===== src/rtl/demux_1x8.sv =====
// demux_1x8: registered 1-to-8 demux built from a 1x2 front stage feeding two 1x4 stages
module demux_1x4 (
    input  logic       en_i,
    input  logic [1:0] s_i,
    output logic [3:0] y_o
);
    always_comb y_o = en_i ? 4'b0001 << s_i : 4'b0000;
endmodule

module demux_1x8 (
    input  logic       clk_i,
    input  logic       rst_ni,
    input  logic       din_i,
    input  logic [2:0] s_i,
    output logic [7:0] y_o
);
    logic       en_lo, en_hi;
    logic [7:0] y_d, y_q;
    always_comb begin
        en_lo = din_i & ~s_i[2];
        en_hi = din_i & s_i[2];
    end
    demux_1x4 u_lo (.en_i(en_lo), .s_i(s_i[1:0]), .y_o(y_d[3:0]));
    demux_1x4 u_hi (.en_i(en_hi), .s_i(s_i[1:0]), .y_o(y_d[7:4]));
    always_ff @(posedge clk_i or negedge rst_ni)
        if (!rst_ni) y_q <= '0;
        else         y_q <= y_d;
    assign y_o = y_q;
endmodule


===== config.mk =====
export PLATFORM = sky130hd
export DESIGN_NAME = demux_1x8
export DESIGN_NICKNAME = d
export VERILOG_FILES = /design/src/rtl/demux_1x8.sv
export SDC_FILE = /design/constraint.sdc
export NUM_CORES = 1
export LEC_CHECK = 0
export CORE_AREA = 8 8 45 47
export DETAILED_ROUTE_END_ITERATION = 10
export DIE_AREA = 0 0 53 55
export PLACE_DENSITY = 0.59
export SETUP_SLACK_MARGIN = 0.05
export SLEW_MARGIN = 40
export SYNTH_ARGS = -nofsm -noshare
export SYNTH_HDL_FRONTEND = slang
export SYNTH_SLANG_ARGS = --single-unit

===== constraint.sdc =====
create_clock -name clk_i -period 0.8 [get_ports clk_i]
set_input_delay 0.16 -clock clk_i [delete_from_list [all_inputs] [get_ports clk_i]]
set_output_delay 0.16 -clock clk_i [all_outputs]
set_load 0.05 [all_outputs]

==> flow_summary.json, run 1 <==
{
  "post_synth.cell_area_avg_um2": 18.5,
  "hold_viol_final": 0,
  "grt_usage_pct": 5.67,
  "dieArea_um2": 2920,
  "holdCritPathClass": "primary input to async pin",
  "drv_cap": 0,
  "layout_common_cells": "buf_12, dfrtp_1, dlygate4sd2_1",
  "gp_congestion": 0.683,
  "worstSetupEndpointType": "output port",
  "wl_per_cell_um": 14.4,
  "floorplan.initialDensity_pct": 21.4,
  "crit_slowest_cell": "dfrtp_1",
  "cts_buffer_depth": 2,
  "synthesis.nets": 22,
  "drt_iter0_drc": 0,
  "post_cts_buffers": 0,
  "final_area_um2": 544,
  "p_per_area_nw_per_um2": 1600,
  "ir_drop_mv": 0.784,
  "slew_headroom_pct": 77.4,
  "post-dp-hpwl_um": 538,
  "fmax_ghz": 1.03,
  "worstSetupEndpoint": "y_o[4]",
  "routed_wl_um": 690,
  "dieHeight_um": 55,
  "synth_cell_types": 5,
  "grt_setup_unrepaired": "yes",
  "max_stage_delay_ns": 0.39,
  "ant_nets": 0,
  "htreeDepth": 1,
  "firstDrtPassIters": 1,
  "outcome": "finished with violations",
  "violations": "setup timing",
  "path_cells": "buf_12",
  "viasPerCell": 4.19,
  "path_class": "flip-flop to output port",
  "fin_crit_sh_pct": 121,
  "area_delta_synth_final_pct": 83.5,
  "cts_root_buf": "clkbuf_4",
  "grt_pass1_wl_um": 1060,
  "maxSlewViolCount": 0,
  "fin_crit_ns": 0.969,
  "yosysWarnings": 0,
  "antenna_found_initial": 0,
  "crit_cells": 1,
  "path_clk_slew_ns": 0.05,
  "cts_tree": "done",
  "numCtsBuffers": 3,
  "overflow": 0,
  "n_antenna_cell": 0,
  "cp.required_ns": 0.64,
  "fin_ws_ns": -0.169,
  "critPathTopFamily": "flip-flops",
  "drcViolationCount": 0,
  "postPlaceCellArea_um2": 527,
  "fp-row-count": 14,
  "path_buf_inv": 1,
  "core_area_um2": 1380,
  "fin_cells": 48,
  "cts.sinks": 8,
  "fin_tns_setup_ns": -1.30,
  "final_util_pct": 39.3,
  "hold_slack_ns": 0.167,
  "largest_reg_flops": 8,
  "worst_pin_slew_ns": 0.338,
  "setup_viol": 8,
  "netlist.top_cell.by_area": "dfrtp_1",
  "synth-seq-area-share_pct": 67.5,
  "grt_max_degree": 9,
  "ys_ff_latch": 8,
  "synth_top_area_share_pct": 67.5,
  "cp_max_fo": 1,
  "cellLeakagePower_uw": 0.000248,
  "vias": 201,
  "drive_above_1_share_pct": 59.4,
  "startpoint": "y_o[4]$_DFF_PN0_",
  "io-pin-count": 14,
  "worstSetupStartpointType": "flip-flop",
  "placed_cells": 45,
  "cp_data_arrival_time_ns": 0.81,
  "io_buffers": 13,
  "syn_area_um2": 297,
  "die_w_um": 53,
  "grt_pass1_vias": 225,
  "final_nets": 40,
  "syn_inst": 16,
  "yosys-top-cells-area": "dfrtp_1, and4bb_2, and4b_2"
}
-- per-stage QoR --
| stage | total power (µW) | worst slack [ns] |
|---|---|---|
| 2_1_floorplan | 478 | 0.0541 |
| 3_3_place_gp | 573 | -0.314 |
| 3_5_place_dp | 576 | -0.350 |
| 4_1_cts | 888 | -0.181 |
| 5_1_grt | 917 | -0.203 |
| 6_report | 871 | -0.169 |
-- area by class of cell --
type | instances | area [µm²]
Clock buffer | 3 | 22.5
Fill cell | 132 | 840
Multi-Input combinational cell | 8 | 96.3
Sequential cell | 8 | 200
Tap cell | 16 | 20.0
Timing Repair Buffer | 13 | 205
-- layer usage --
metal  track usage (%)  up-vias  part of all wire [%]
met1              5.74       83                    41
met3              5.08        3                    20
met2              6.25       17                    36
met4              6.47        0                   4.2
li1                  -       98                     -
met5                 0        -                     0
-- logic make-up after synthesis --
logic type	share of synthesized area, %
DFF	67.5
and+or+nand+nor	32.5
-- worst min path at each step --
| stage | start | endpoint | slack, ns | cells after the start |
|---|---|---|---|---|
| detailed placement | rst_ni | y_o[0]$_DFF_PN0_ | 0.46 | 1 |
| CTS | rst_ni | y_o[7]$_DFF_PN0_ | 0.18 | 1 |
| finish | rst_ni | y_o[7]$_DFF_PN0_ | 0.17 | 1 |
| global route | rst_ni | y_o[7]$_DFF_PN0_ | 0.19 | 1 |
| floorplan | rst_ni | y_o[0]$_DFF_PN0_ | -0.14 | 0 |
| global placement | rst_ni | y_o[7]$_DFF_PN0_ | 0.46 | 1 |
-- timing repair --
item | 4_1_cts | 5_1_grt
setup endpoints to repair | 16 | 8
hold buffers | 0 | 0
resized for setup | 4 | 0
-- synth_stat cells, drive strengths merged --
cell type / instances
and4b: 3
and4: 1
and4bb: 3
nor4b: 1
dfrtp: 8
-- power breakdown --
group	switching [µW]	internal, µW
logic	70.2	67.0
clock network	138	172
registers	8.38	416
(Power assumes the default switching activity.)
==> run 2, diff against run 1 <==
--- a/config.mk
+++ b/config.mk
@@ -5,9 +5,9 @@
 export SDC_FILE = /design/constraint.sdc
 export NUM_CORES = 1
 export LEC_CHECK = 0
-export CORE_AREA = 8 8 45 47
+export CORE_AREA = 10 10 47 49
 export DETAILED_ROUTE_END_ITERATION = 10
-export DIE_AREA = 0 0 53 55
+export DIE_AREA = 0 0 57 59
 export PLACE_DENSITY = 0.59
 export SETUP_SLACK_MARGIN = 0.05
 export SLEW_MARGIN = 40
==> run 2 against run 1 <==
- the run still ends with setup timing left
- maximum frequency grew 0.38%
- non-clock buffer count is the same
- sequential power is essentially flat
- setup slack gained 0.0037 ns
- worst hold slack gained 0.018 ns
- global-route usage shrank 1.2 points
- die area grew 15%
==> flow_summary.json, run 2 (synthesis gave the netlist of run 1 again) <==
{
  "p_comb_share_pct": 15.8,
  "cts_root_buf": "clkbuf_4",
  "crit_slowest_cell": "dfrtp_1",
  "switchingPower_uw": 205,
  "die_w_um": 57,
  "cts_buffer_depth": 2,
  "fin_ws_ns": -0.165,
  "dieHeight_um": 59,
  "drcViolationCount": 0,
  "area_delta_synth_final_pct": 83.5,
  "path_class": "flip-flop to output port",
  "largest_reg_flops": 8,
  "clkPwrFrac_pct": 34.8,
  "worst_pin_slew_ns": 0.357,
  "viasPerCell": 4.19,
  "cp_data_arrival_time_ns": 0.80,
  "overflow": 0,
  "setup_viol": 8,
  "floorplan.initialDensity_pct": 21.2,
  "post-dp-hpwl_um": 517,
  "p_per_area_nw_per_um2": 1580,
  "seq_power_share_pct": 49.4,
  "antenna_found_initial": 0,
  "io-pin-count": 14,
  "maxSlewViolCount": 0,
  "grt_pass1_wl_um": 1100,
  "htreeDepth": 1,
  "violations": "setup timing",
  "hold_viol_final": 0,
  "wl_per_cell_um": 13.3,
  "ir_drop_mv": 0.759,
  "drv_cap": 0,
  "cellInternalPower_uw": 654,
  "path_clk_slew_ns": 0.05,
  "critPathTopFamily": "flip-flops",
  "cts.sinks": 8,
  "fmax_ghz": 1.04,
  "worstSetupEndpointType": "output port",
  "dieArea_um2": 3360,
  "grt_max_degree": 9,
  "ant_nets": 0,
  "postPlaceCellArea_um2": 527,
  "ctsHoldBuffers": 0,
  "n_antenna_cell": 0,
  "n_fill_cell": 138,
  "cts_tree": "done",
  "fin_crit_ns": 0.965,
  "path_buf_inv": 1,
  "final_nets": 40,
  "drive_above_1_share_pct": 59.4,
  "holdCritPathClass": "primary input to async pin",
  "worstSetupStartpointType": "flip-flop",
  "cp_max_fo": 1,
  "max_stage_delay_ns": 0.40,
  "outcome": "finished with violations",
  "cellLeakagePower_uw": 0.000248,
  "cp.required_ns": 0.64,
  "swShare_pct": 23.9,
  "routed_wl_um": 636,
  "slew_headroom_pct": 76.1,
  "firstDrtPassIters": 4,
  "final_area_um2": 544,
  "grt_pass1_vias": 236,
  "layout_common_cells": "buf_12, dfrtp_1, dlygate4sd2_1",
  "grt_setup_unrepaired": "yes",
  "fp-row-count": 14,
  "numCtsBuffers": 3,
  "drt_iter0_drc": 3,
  "gp_congestion": 0.689,
  "fin_cells": 48,
  "grt_usage_pct": 4.47,
  "placed_cells": 45,
  "core_area_um2": 1400,
  "path_cells": "buf_12",
  "fin_crit_sh_pct": 121,
  "io_buffers": 13,
  "vias": 201
}
==> run 2: cell counts in the layout (fill, tap and decap cells not counted) <==
No cell type changed its count.
==> run 2: area by class of cell <==
type,count,area (µm²),share of cell area (%)
Clock buffer,3,22.5,4.14
Multi-Input combinational cell,8,96.3,17.7
Sequential cell,8,200,36.8
Tap cell,16,20.0,3.68
Timing Repair Buffer,13,205,37.7
==> run 2: power by group through the flow <==
stage          Combinational, µW  Clock (µW)  Sequential, µW
6_report                     136         299             425
5_1_grt                      143         337             425
4_1_cts                      137         312             425
3_5_place_dp                 144           0             431
3_3_place_gp                 142           0             431
2_1_floorplan               15.7           0             463
==> run 2: layer usage <==
| metal | GRT usage, % | routed length (µm) | part of all wire, % |
|---|---|---|---|
| met1 | 4.56 | 296 | 47 |
| met2 | 5.43 | 221 | 35 |
| met3 | 3.86 | 102 | 16 |
| met4 | 4.03 | 15 | 2.4 |
| met5 | 0 | 0 | 0 |
==> run 2: per-stage QoR <==
step	hold WS (ns)	total power, µW	setup slack [ns]	TNS, ns	utilization (%)
after floorplan	-0.136	478	0.0541	0	-
after global routing	0.198	906	-0.200	-1.53	38.8
after detailed placement	0.455	576	-0.332	-2.46	37.6
after CTS	0.186	874	-0.179	-1.36	38.8
after global placement	0.453	573	-0.316	-2.29	37.6
final	0.186	859	-0.165	-1.27	38.8
==> run 2: what timing repair did <==
item                       CTS  global route
setup buffers                0             0
resized for setup            4             0
setup endpoints to repair   16             8
gates cloned                 0             0
pin swaps                    0             0
==> run 2: worst max-delay path by stage <==
stage,slack (ns),from,to,depth (start not counted)
finish,-0.16,y_o[2]$_DFF_PN0_,y_o[2],1
global route,-0.20,y_o[1]$_DFF_PN0_,y_o[1],1
CTS,-0.18,y_o[1]$_DFF_PN0_,y_o[1],1
detailed placement,-0.33,s_i[0],y_o[6]$_DFF_PN0_,2
global placement,-0.32,s_i[1],y_o[4]$_DFF_PN0_,2
floorplan,0.05,y_o[0]$_DFF_PN0_,y_o[0],0
